[src/rtl/ddr_app_arbiter_if.sv]
// rtl/ddr_app_arbiter_if.sv - MIG 7-series user (app) interface bundle
//   master : arbiter side (drives app_addr/cmd/en and write data, receives rdy and read data)
//   slave  : MIG side
//   o_app_*  arbiter -> MIG: address, command, enable, write data/strobe/end/mask
//   i_app_*  MIG -> arbiter: command ready, write FIFO ready, read data and valid

interface ddr_app_arbiter_if #(
  parameter int ADDR_WIDTH = 28,
  parameter int DATA_WIDTH = 128
);
  logic [ADDR_WIDTH-1:0]   o_app_addr;
  logic [2:0]              o_app_cmd;
  logic                    o_app_en;
  logic                    i_app_rdy;
  logic [DATA_WIDTH-1:0]   o_app_wdf_data;
  logic                    o_app_wdf_wren;
  logic                    o_app_wdf_end;
  logic [DATA_WIDTH/8-1:0] o_app_wdf_mask;
  logic                    i_app_wdf_rdy;
  logic [DATA_WIDTH-1:0]   i_app_rd_data;
  logic                    i_app_rd_data_valid;

  modport master (
    output o_app_addr, o_app_cmd, o_app_en,
    output o_app_wdf_data, o_app_wdf_wren, o_app_wdf_end, o_app_wdf_mask,
    input  i_app_rdy, i_app_wdf_rdy, i_app_rd_data, i_app_rd_data_valid
  );

  modport slave (
    input  o_app_addr, o_app_cmd, o_app_en,
    input  o_app_wdf_data, o_app_wdf_wren, o_app_wdf_end, o_app_wdf_mask,
    output i_app_rdy, i_app_wdf_rdy, i_app_rd_data, i_app_rd_data_valid
  );
endinterface

[src/rtl/ddr_app_arbiter.sv]
// rtl/ddr_app_arbiter.sv - round-robin arbiter/sequencer of PSC, DSC and L2 onto the MIG app interface
//   clk_166M66, mcu_sys_rst     : ui_clk and synchronous active-high reset
//   i_req/i_rw/i_addr/i_wdata   : per-requester request, direction (1=write), address, write data
//   o_grant/o_ack/o_err/o_rdata : owner one-hot, completion pulse, read-timeout flag, read data
//   i_init_calib_complete       : MIG calibration done; gates new grants only
//   app                         : MIG app command / write-data / read-data handshakes

module ddr_app_arbiter #(
  parameter int ADDR_WIDTH = 28,
  parameter int DATA_WIDTH = 128,
  parameter int RD_TIMEOUT = 255,
  parameter int TO_WIDTH   = 8
) (
  input  logic                    clk_166M66,
  input  logic                    mcu_sys_rst,
  input  logic [2:0]              i_req,
  input  logic [2:0]              i_rw,
  input  logic [3*ADDR_WIDTH-1:0] i_addr,
  input  logic [3*DATA_WIDTH-1:0] i_wdata,
  output logic [2:0]              o_grant,
  output logic [2:0]              o_ack,
  output logic                    o_err,
  output logic [DATA_WIDTH-1:0]   o_rdata,
  input  logic                    i_init_calib_complete,
  ddr_app_arbiter_if.master       app
);

  localparam logic [2:0] S_IDLE   = 3'd0;
  localparam logic [2:0] S_WDATA  = 3'd1;
  localparam logic [2:0] S_CMD    = 3'd2;
  localparam logic [2:0] S_RDWAIT = 3'd3;
  localparam logic [2:0] S_DONE   = 3'd4;

  localparam logic [TO_WIDTH-1:0] TO_LAST = TO_WIDTH'(RD_TIMEOUT - 1);
  localparam logic [TO_WIDTH-1:0] TO_ONE  = {{(TO_WIDTH-1){1'b0}}, 1'b1};

  logic [2:0]            state_q,    state_d;
  logic [1:0]            ptr_q,      ptr_d;
  logic                  rw_q,       rw_d;
  logic [TO_WIDTH-1:0]   to_cnt_q,   to_cnt_d;
  logic [2:0]            grant_q,    grant_d;
  logic [2:0]            ack_q,      ack_d;
  logic                  err_q,      err_d;
  logic [DATA_WIDTH-1:0] rdata_q,    rdata_d;
  logic [ADDR_WIDTH-1:0] app_addr_q, app_addr_d;
  logic [2:0]            app_cmd_q,  app_cmd_d;
  logic                  app_en_q,   app_en_d;
  logic [DATA_WIDTH-1:0] wdf_data_q, wdf_data_d;
  logic                  wdf_wren_q, wdf_wren_d;

  // Round-robin scan order after the last owner: ptr+1, ptr+2, ptr (all mod 3).
  logic [1:0]            cand1, cand2, win_idx;
  logic                  sel_rw;
  logic [2:0]            sel_grant;
  logic [ADDR_WIDTH-1:0] sel_addr;
  logic [DATA_WIDTH-1:0] sel_wdata;

  always_comb begin
    cand1 = (ptr_q == 2'd2) ? 2'd0 : ptr_q + 2'd1;
    cand2 = (cand1 == 2'd2) ? 2'd0 : cand1 + 2'd1;
    if (i_req[cand1])      win_idx = cand1;
    else if (i_req[cand2]) win_idx = cand2;
    else                   win_idx = ptr_q;
  end

  always_comb begin
    case (win_idx)
      2'd1: begin
        sel_rw    = i_rw[1];
        sel_grant = 3'b010;
        sel_addr  = i_addr[ADDR_WIDTH +: ADDR_WIDTH];
        sel_wdata = i_wdata[DATA_WIDTH +: DATA_WIDTH];
      end
      2'd2: begin
        sel_rw    = i_rw[2];
        sel_grant = 3'b100;
        sel_addr  = i_addr[2*ADDR_WIDTH +: ADDR_WIDTH];
        sel_wdata = i_wdata[2*DATA_WIDTH +: DATA_WIDTH];
      end
      default: begin
        sel_rw    = i_rw[0];
        sel_grant = 3'b001;
        sel_addr  = i_addr[0 +: ADDR_WIDTH];
        sel_wdata = i_wdata[0 +: DATA_WIDTH];
      end
    endcase
  end

  always_comb begin
    state_d    = state_q;
    ptr_d      = ptr_q;
    rw_d       = rw_q;
    to_cnt_d   = to_cnt_q;
    grant_d    = grant_q;
    ack_d      = 3'b000;
    err_d      = err_q;
    rdata_d    = rdata_q;
    app_addr_d = app_addr_q;
    app_cmd_d  = app_cmd_q;
    app_en_d   = app_en_q;
    wdf_data_d = wdf_data_q;
    wdf_wren_d = wdf_wren_q;

    case (state_q)
      S_IDLE: begin
        if (i_init_calib_complete && (|i_req)) begin
          ptr_d      = win_idx;
          grant_d    = sel_grant;
          rw_d       = sel_rw;
          app_addr_d = sel_addr;
          app_cmd_d  = {2'b00, ~sel_rw};
          wdf_data_d = sel_wdata;
          // Outputs for the next state are registered here so they appear in cycle 1.
          if (sel_rw) begin
            wdf_wren_d = 1'b1;
            state_d    = S_WDATA;
          end else begin
            app_en_d   = 1'b1;
            state_d    = S_CMD;
          end
        end
      end

      S_WDATA: begin
        if (app.i_app_wdf_rdy) begin
          wdf_wren_d = 1'b0;
          app_en_d   = 1'b1;
          state_d    = S_CMD;
        end
      end

      S_CMD: begin
        if (app_en_q && app.i_app_rdy) begin
          app_en_d = 1'b0;
          if (rw_q) begin
            err_d   = 1'b0;
            ack_d   = grant_q;
            state_d = S_DONE;
          end else begin
            to_cnt_d = '0;
            state_d  = S_RDWAIT;
          end
        end
      end

      S_RDWAIT: begin
        if (app.i_app_rd_data_valid) begin
          rdata_d = app.i_app_rd_data;
          err_d   = 1'b0;
          ack_d   = grant_q;
          state_d = S_DONE;
        end else if (to_cnt_q == TO_LAST) begin
          rdata_d = '0;
          err_d   = 1'b1;
          ack_d   = grant_q;
          state_d = S_DONE;
        end else begin
          to_cnt_d = to_cnt_q + TO_ONE;
        end
      end

      S_DONE: begin
        grant_d = 3'b000;
        state_d = S_IDLE;
      end

      default: state_d = S_IDLE;
    endcase
  end

  always_ff @(posedge clk_166M66) begin
    if (mcu_sys_rst) begin
      state_q    <= S_IDLE;
      ptr_q      <= 2'd2;
      rw_q       <= 1'b0;
      to_cnt_q   <= '0;
      grant_q    <= 3'b000;
      ack_q      <= 3'b000;
      err_q      <= 1'b0;
      rdata_q    <= '0;
      app_addr_q <= '0;
      app_cmd_q  <= 3'b000;
      app_en_q   <= 1'b0;
      wdf_data_q <= '0;
      wdf_wren_q <= 1'b0;
    end else begin
      state_q    <= state_d;
      ptr_q      <= ptr_d;
      rw_q       <= rw_d;
      to_cnt_q   <= to_cnt_d;
      grant_q    <= grant_d;
      ack_q      <= ack_d;
      err_q      <= err_d;
      rdata_q    <= rdata_d;
      app_addr_q <= app_addr_d;
      app_cmd_q  <= app_cmd_d;
      app_en_q   <= app_en_d;
      wdf_data_q <= wdf_data_d;
      wdf_wren_q <= wdf_wren_d;
    end
  end

  assign o_grant            = grant_q;
  assign o_ack              = ack_q;
  assign o_err              = err_q;
  assign o_rdata            = rdata_q;
  assign app.o_app_addr     = app_addr_q;
  assign app.o_app_cmd      = app_cmd_q;
  assign app.o_app_en       = app_en_q;
  assign app.o_app_wdf_data = wdf_data_q;
  assign app.o_app_wdf_wren = wdf_wren_q;
  assign app.o_app_wdf_end  = wdf_wren_q;
  assign app.o_app_wdf_mask = '0;

endmodule
[src/flat_wrapper.sv]
// flat-port wrapper written by rule: the top's interface ports become plain ports
module ddr_app_arbiter_flat 
#(
  parameter int ADDR_WIDTH = 28,
  parameter int DATA_WIDTH = 128,
  parameter int RD_TIMEOUT = 255,
  parameter int TO_WIDTH   = 8
)
  (clk_166M66, mcu_sys_rst, i_req, i_rw, i_addr, i_wdata, o_grant, o_ack, o_err, o_rdata, i_init_calib_complete, app_o_app_addr, app_o_app_cmd, app_o_app_en, app_o_app_wdf_data, app_o_app_wdf_wren, app_o_app_wdf_end, app_o_app_wdf_mask, app_i_app_rdy, app_i_app_wdf_rdy, app_i_app_rd_data, app_i_app_rd_data_valid);
  ddr_app_arbiter_if #(.ADDR_WIDTH(ADDR_WIDTH), .DATA_WIDTH(DATA_WIDTH)) app_i ();
  input  logic clk_166M66;
  input  logic mcu_sys_rst;
  input  logic [2:0] i_req;
  input  logic [2:0] i_rw;
  input  logic [3*ADDR_WIDTH-1:0] i_addr;
  input  logic [3*DATA_WIDTH-1:0] i_wdata;
  output logic [2:0] o_grant;
  output logic [2:0] o_ack;
  output logic o_err;
  output logic [DATA_WIDTH-1:0] o_rdata;
  input  logic i_init_calib_complete;
  output wire logic [$bits(app_i.o_app_addr)-1:0] app_o_app_addr;
  output wire logic [$bits(app_i.o_app_cmd)-1:0] app_o_app_cmd;
  output wire logic [$bits(app_i.o_app_en)-1:0] app_o_app_en;
  output wire logic [$bits(app_i.o_app_wdf_data)-1:0] app_o_app_wdf_data;
  output wire logic [$bits(app_i.o_app_wdf_wren)-1:0] app_o_app_wdf_wren;
  output wire logic [$bits(app_i.o_app_wdf_end)-1:0] app_o_app_wdf_end;
  output wire logic [$bits(app_i.o_app_wdf_mask)-1:0] app_o_app_wdf_mask;
  input wire logic [$bits(app_i.i_app_rdy)-1:0] app_i_app_rdy;
  input wire logic [$bits(app_i.i_app_wdf_rdy)-1:0] app_i_app_wdf_rdy;
  input wire logic [$bits(app_i.i_app_rd_data)-1:0] app_i_app_rd_data;
  input wire logic [$bits(app_i.i_app_rd_data_valid)-1:0] app_i_app_rd_data_valid;
  assign app_o_app_addr = app_i.o_app_addr;
  assign app_o_app_cmd = app_i.o_app_cmd;
  assign app_o_app_en = app_i.o_app_en;
  assign app_o_app_wdf_data = app_i.o_app_wdf_data;
  assign app_o_app_wdf_wren = app_i.o_app_wdf_wren;
  assign app_o_app_wdf_end = app_i.o_app_wdf_end;
  assign app_o_app_wdf_mask = app_i.o_app_wdf_mask;
  assign app_i.i_app_rdy = app_i_app_rdy;
  assign app_i.i_app_wdf_rdy = app_i_app_wdf_rdy;
  assign app_i.i_app_rd_data = app_i_app_rd_data;
  assign app_i.i_app_rd_data_valid = app_i_app_rd_data_valid;
  ddr_app_arbiter #(.ADDR_WIDTH(ADDR_WIDTH), .DATA_WIDTH(DATA_WIDTH), .RD_TIMEOUT(RD_TIMEOUT), .TO_WIDTH(TO_WIDTH)) u_core (.clk_166M66(clk_166M66), .mcu_sys_rst(mcu_sys_rst), .i_req(i_req), .i_rw(i_rw), .i_addr(i_addr), .i_wdata(i_wdata), .o_grant(o_grant), .o_ack(o_ack), .o_err(o_err), .o_rdata(o_rdata), .i_init_calib_complete(i_init_calib_complete), .app(app_i));
endmodule
[config.mk]
export PLATFORM = sky130hd
export DESIGN_NAME = ddr_app_arbiter_flat
export DESIGN_NICKNAME = d
export VERILOG_FILES = /design/src/rtl/ddr_app_arbiter_if.sv /design/src/rtl/ddr_app_arbiter.sv /design/src/flat_wrapper.sv
export SDC_FILE = /design/constraint.sdc
export NUM_CORES = 1
export LEC_CHECK = 0
export ABC_AREA = 0
export CAP_MARGIN = 15
export CORE_AREA = 2 2 356 358
export DETAILED_ROUTE_END_ITERATION = 8
export DIE_AREA = 0 0 358 360
export GPL_TIMING_DRIVEN = 0
export PLACE_DENSITY = 0.32
export SYNTH_ARGS = -nofsm -noshare
export SYNTH_HDL_FRONTEND = slang
export SYNTH_SLANG_ARGS = --single-unit
[constraint.sdc]
create_clock -name clk_166M66 -period 2.8 [get_ports clk_166M66]
set_input_delay 0.56 -clock clk_166M66 [delete_from_list [all_inputs] [get_ports clk_166M66]]
set_output_delay 0.56 -clock clk_166M66 [all_outputs]
set_load 0.02 [all_outputs]
* Word level (Yosys, flattened, before mapping)
Cells that the tools add are included.
Cells by class: magnitude comparators 2, bitwise logic cells 1, muxes and demuxes 48, reductions and logical operators 17, eq/ne operators 19, add/subtract/negate cells 3
Operators by type and width (count):
- $mux 128 | 2
- $pmux 128 s2 | 1
- $pmux 28 s2 | 1
- $mux 3 | 11
- $mux 8 | 4
- $pmux 3 s2 | 3
- $pmux 8 s2 | 1
- $mux 1 | 13
- $pmux 3 s4 | 1
- $reduce_and 4->1 | 3
- $mux 2 | 5
- $ne 2x2->1 const B | 5
- $reduce_and 5->1 | 2
- $add 8x1->8 const B | 1
- $eq 8x8->1 const B | 1
- $ne 2x1->1 const B | 4
- $reduce_bool 2->1 | 4
- $eq 2x2->1 const B | 3
- $eq 3x2->1 const B | 2
- $lt 2x3->1 const B | 2
- $pmux 1 s2 | 3
- $reduce_and 2->1 | 3
- $add 2x1->2 const B | 2
- $bmux 1 s2 | 2
- 10 further kinds | 11
Storage, ports and cells: output and inout port bits 313, word-level logic and storage cells 103, flip-flop bits (word level) 308

* Longest topological paths before layout
depth after elaboration 13, mapped depth 11, depth with buffers taken out 9

* Worst setup path before layout
No wires, ideal clock.
path type input port to flip-flop, start point input port i_req[2], end point register u_core.wdf_data_q[10] (netlist: u_core.app.o_app_wdf_data[10]), required time 2.730 ns, stages 10, data arrival time 2.268 ns, setup slack 0.462 ns, cells stage by stage nor2_1 o32a_1 inv_1 ha_1 clkbuf_1 inv_1 clkbuf_1 clkbuf_1 o211ai_1 a21oi_1
On the way: longest elaborated chain between the ends 6
RTL lines:
- start: declaration | RTL line flat_wrapper.sv:13 | input logic [2:0] i_req;
- $bmux 1 s2 | RTL line ddr_app_arbiter.sv:62 | else if (i_req[cand2]) win_idx = cand2;
- $mux 1 (implied by the code) | RTL line ddr_app_arbiter.sv:62
- $mux 2 | RTL line ddr_app_arbiter.sv:62
- $mux 2 * | RTL line ddr_app_arbiter.sv:61 | if (i_req[cand1]) win_idx = cand1;
- net u_core.win_idx[0] | RTL line ddr_app_arbiter.sv:52 | logic [1:0] cand1, cand2, win_idx;
- $eq 2x2->1 / $eq 2x1->1 (equally long branches) | RTL line ddr_app_arbiter.sv:67 | case (win_idx)
- $pmux 128 s2 * | RTL line ddr_app_arbiter.sv:67
- end signal: assignment | RTL line ddr_app_arbiter.sv:198 | wdf_data_q <= wdf_data_d;
- end: declaration | RTL line ddr_app_arbiter.sv:48 | logic [DATA_WIDTH-1:0] wdf_data_q, wdf_data_d;
Mark *: on every way through the listed nets, which the timed path passes. The rest lies on a longest branch. The select of a mux whose other input is x is not followed. A chain may end at the register's enable or synchronous reset.

* Worst setup path in the final report
start point register u_core.ptr_q[0], end point register u_core.wdf_data_q[114] (netlist: u_core.app.o_app_wdf_data[114])
On the way: longest elaborated chain between the ends 10
RTL lines:
- start: declaration | RTL line ddr_app_arbiter.sv:38 | logic [1:0] ptr_q, ptr_d;
- start signal: assignment | RTL line ddr_app_arbiter.sv:188 | ptr_q <= ptr_d;
- $add 2x1->2 / $eq 2x2->1 (equally long branches) | RTL line ddr_app_arbiter.sv:59 | cand1 = (ptr_q == 2'd2) ? 2'd0 : ptr_q + 2'd1;
- $mux 2 * | RTL line ddr_app_arbiter.sv:59
- $add 2x1->2 / $eq 2x2->1 (equally long branches) | RTL line ddr_app_arbiter.sv:60 | cand2 = (cand1 == 2'd2) ? 2'd0 : cand1 + 2'd1;
- $mux 2 | RTL line ddr_app_arbiter.sv:60
- $bmux 1 s2 | RTL line ddr_app_arbiter.sv:62
- $mux 1 (implied by the code) | RTL line ddr_app_arbiter.sv:62
- $mux 2 | RTL line ddr_app_arbiter.sv:62
- $mux 2 * | RTL line ddr_app_arbiter.sv:61
- net u_core.win_idx[1] | RTL line ddr_app_arbiter.sv:52
- $eq 2x2->1 / $eq 2x1->1 (equally long branches) | RTL line ddr_app_arbiter.sv:67
- $pmux 128 s2 * | RTL line ddr_app_arbiter.sv:67
Marked as above.

==> impl_metrics.env <==
export IMPL_status="finished clean"
export IMPL_fin_util_pct=21.4
export IMPL_power_mw=20.2
export IMPL_postRouteAntennaNets=0
export IMPL_start_util_pct=11.0
export IMPL_post_place_ws_ps=-2030
export IMPL_post_route_period_util_pct=97.0
export IMPL_reg2reg_setup_slack_ps=80
export IMPL_port_buffers=901
export IMPL_fin_crit_ps=2720
export IMPL_synthAdderAreaFrac_pct=0.456
export IMPL_final_hold_violation_count=0
export IMPL_powerDensity_mw_per_mm2=756
export IMPL_synthCells=1646
export IMPL_placementRows=130
export IMPL_synth_simple_area_share_pct=10.0
export IMPL_dr_pass1_iters=5
export IMPL_synthMuxAreaShare_pct=0.0821
export IMPL_seq_area_frac_synth_pct=44.9
export IMPL_fin_hold_ws_ps=453
export IMPL_finalSetupViolations=0
export IMPL_p_leak_nw=8.82
export IMPL_layout_common_cells="clkdlybuf4s50_1, dfxtp_1, nand2_1"
export IMPL_worstSetupStartpointType="flop"
export IMPL_synth_compound_area_share_pct=37.7
export IMPL_synth_cell_types=48
export IMPL_cts_tree="yes"
export IMPL_synth_area_mm2=0.0137
export IMPL_clk_latency_ps=630
export IMPL_cp_arrival_ps=3190
export IMPL_antenna_found_initial=50
export IMPL_grt_pass1_vias=18000
export IMPL_numCtsBuffers=45
export IMPL_drive_gt1_share_pct=6.62
export IMPL_synth_xor_area_share_pct=0
export IMPL_mostFrequentLayoutCell="clkdlybuf4s50_1"
export IMPL_end_kind="flop"
export IMPL_ir_drop_mv=0.329
export IMPL_dieHeight_um=360
export IMPL_grt_pass1_wl_um=147000
export IMPL_cts_hold_fix_buffers=0
export IMPL_final_nets=3234
export IMPL_cts_max_path_buffers=3
export IMPL_drt_total_wl_um=110000
export IMPL_dp_hpwl_um=92200
export IMPL_overflow=0
export IMPL_skew_ps=32.2
export IMPL_routedWlPerCell_um=25.4
export IMPL_h_tree_depth=2
export IMPL_hp_class="reg -> reg"
export IMPL_yosysWarnings=0
export IMPL_first_iter_violations=938
export IMPL_synth_avg_cell_area_um2=8.34
export IMPL_grt_usage_pct=16.3
export IMPL_required_ps=3280
export IMPL_tightest_slew_ps=1130
export IMPL_die_w_um=358
export IMPL_max_freq_mhz=368
export IMPL_slew_headroom_pct=25.0
export IMPL_cts_root_buffer="clkbuf_16"
export IMPL_area_delta_synth_final_pct=94.5
export IMPL_via_per_inst=4.02
export IMPL_vias=17400
export IMPL_slew_viol_final=0
export IMPL_gp_congestion=0.878
export IMPL_critPathKind="reg -> reg"
export IMPL_fin_ws_ps=85.0
export IMPL_cts_sinks=308
export IMPL_maxCapViolCount=0
export IMPL_dieArea_mm2=0.129
export IMPL_core_mm2=0.125
export IMPL_clk_pin_slew_ps=50
export IMPL_ys_ff_latch=308
export IMPL_grt_max_degree=14
export IMPL_drc=0
export IMPL_io_pins=921
export IMPL_cp_max_fo=10
export IMPL_synth_top_family_by_area="compound AO/OA/AOI/OAI gates"
==> worst paths after layout <==
| path | from | depth (start not counted) | to |
|---|---|---|---|
| worst max-delay path | u_core.ptr_q[0] | 9 | u_core.app.o_app_wdf_data[114] |
| worst min-delay path | u_core.app.o_app_wdf_data[70] | 2 | u_core.app.o_app_wdf_data[70] |
| worst max register to register | u_core.ptr_q[0] | 9 | u_core.app.o_app_wdf_data[114] |
| worst min register to register | u_core.app.o_app_wdf_data[70] | 2 | u_core.app.o_app_wdf_data[70] |
==> sequential cells by signal, summed over array words and instances, names as in the netlist, 2 cells and up <==
| name | flops |
|---|---|
| u_core.app.o_app_wdf_data | 128 |
| u_core.o_rdata | 128 |
| u_core.app.o_app_addr | 28 |
| u_core.to_cnt_q | 8 |
| u_core.o_ack | 3 |
| u_core.o_grant | 3 |
| u_core.state_q | 3 |
| u_core.ptr_q | 2 |
==> synthesized netlist by cell type (all sizes together) <==
library cell | count | area share (%)
nand3 | 7 | 0.26
buf | 58 | 2.5
and4 | 1 | 0.064
o41ai | 1 | 0.064
o21ai | 135 | 4.9
nor3b | 4 | 0.22
o211ai | 157 | 8.6
a211oi | 1 | 0.055
a21oi | 298 | 11
o2111ai | 4 | 0.26
or3 | 1 | 0.046
o211a | 1 | 0.073
o22ai | 1 | 0.046
and3 | 3 | 0.14
ha | 5 | 0.46
a21boi | 1 | 0.055
a31o | 1 | 0.064
nand2 | 306 | 8.4
and4bb | 1 | 0.091
inv | 8 | 0.22
o31a | 1 | 0.064
nor3 | 2 | 0.073
o31ai | 2 | 0.11
a221o | 157 | 11
nand3b | 2 | 0.20
nor2b | 4 | 0.18
nand4 | 1 | 0.046
a2111oi | 2 | 0.13
a21o | 1 | 0.055
nor2 | 8 | 0.22
a2111o | 6 | 0.49
clkbuf | 146 | 4.0
o21a | 2 | 0.11
nand2b | 2 | 0.091
conb | 1 | 0.027
clkinv | 1 | 0.027
or2 | 1 | 0.046
o32a | 1 | 0.073
dfxtp | 308 | 45
o311a | 1 | 0.073
a211o | 2 | 0.19
mux2 | 1 | 0.082
==> kinds of logic (layout without fill, tap and decap cells) <==
logic type               after synthesis  after routing
AND/OR/NAND/NOR                      343            343
multiplexers                           1              1
AO/OA/AOI/OAI                        775            775
buffers and inverters                213           1207
adder cells (fa/ha/maj)                5              5
flip-flops                           308            308
other                                  1             33
==> critical path: stages (launching register included) <==
cell	delay (ps)
dfxtp_2	380
o21ai_0	180
o21a_2	240
inv_1	110
ha_4	310
inv_1	110
buf_8	190
clkbuf_8	190
o211ai_1	700
a21oi_1	150
==> layer usage <==
layer  up-vias  GRT usage [%]  wire [um]
li1       8095              -          -
met2       720           28.9      54200
met5         -              0        139
met1      8374           18.7      43900
met4        20           3.31       2100
met3       154           5.43       9310
==> metrics by stage <==
step	TNS (ps)	std cells	area, um^2
after floorplan	0	1663	13800
after global placement	-274770	4214	24900
after detailed placement	-240870	4222	25000
after CTS	0	4304	26600
after global routing	-3.83	4311	26700
final	0	4322	26700
==> final cells by class <==
cell class | instances | area [um^2]
diodes | 15 | 37.5
plain buffers | 202 | 985
clock buffers | 63 | 1240
clock inverters | 20 | 251
fillers | 13800 | 98200
inverters | 9 | 33.8
multi-input cells | 1142 | 6740
flip-flops and latches | 308 | 6170
well taps | 1650 | 2060
repair buffers | 913 | 9170
==> report_power, final <==
part / total [mW] / internal (mW) / switching, mW / leakage [nW]
clock: 5.89 / 3.49 / 2.40 / 0.741
sequential: 5.47 / 5.07 / 0.396 / 2.50
combinational: 8.81 / 3.57 / 5.25 / 5.58
==> repair_timing <==
| action | CTS | global route |
|---|---|---|
| endpoints found under the setup margin | 164 | 71 |
| pin swaps | 4 | 5 |
| setup buffers | 1 | 3 |
| gates resized for setup | 54 | 18 |
(Power assumes the default switching activity.)
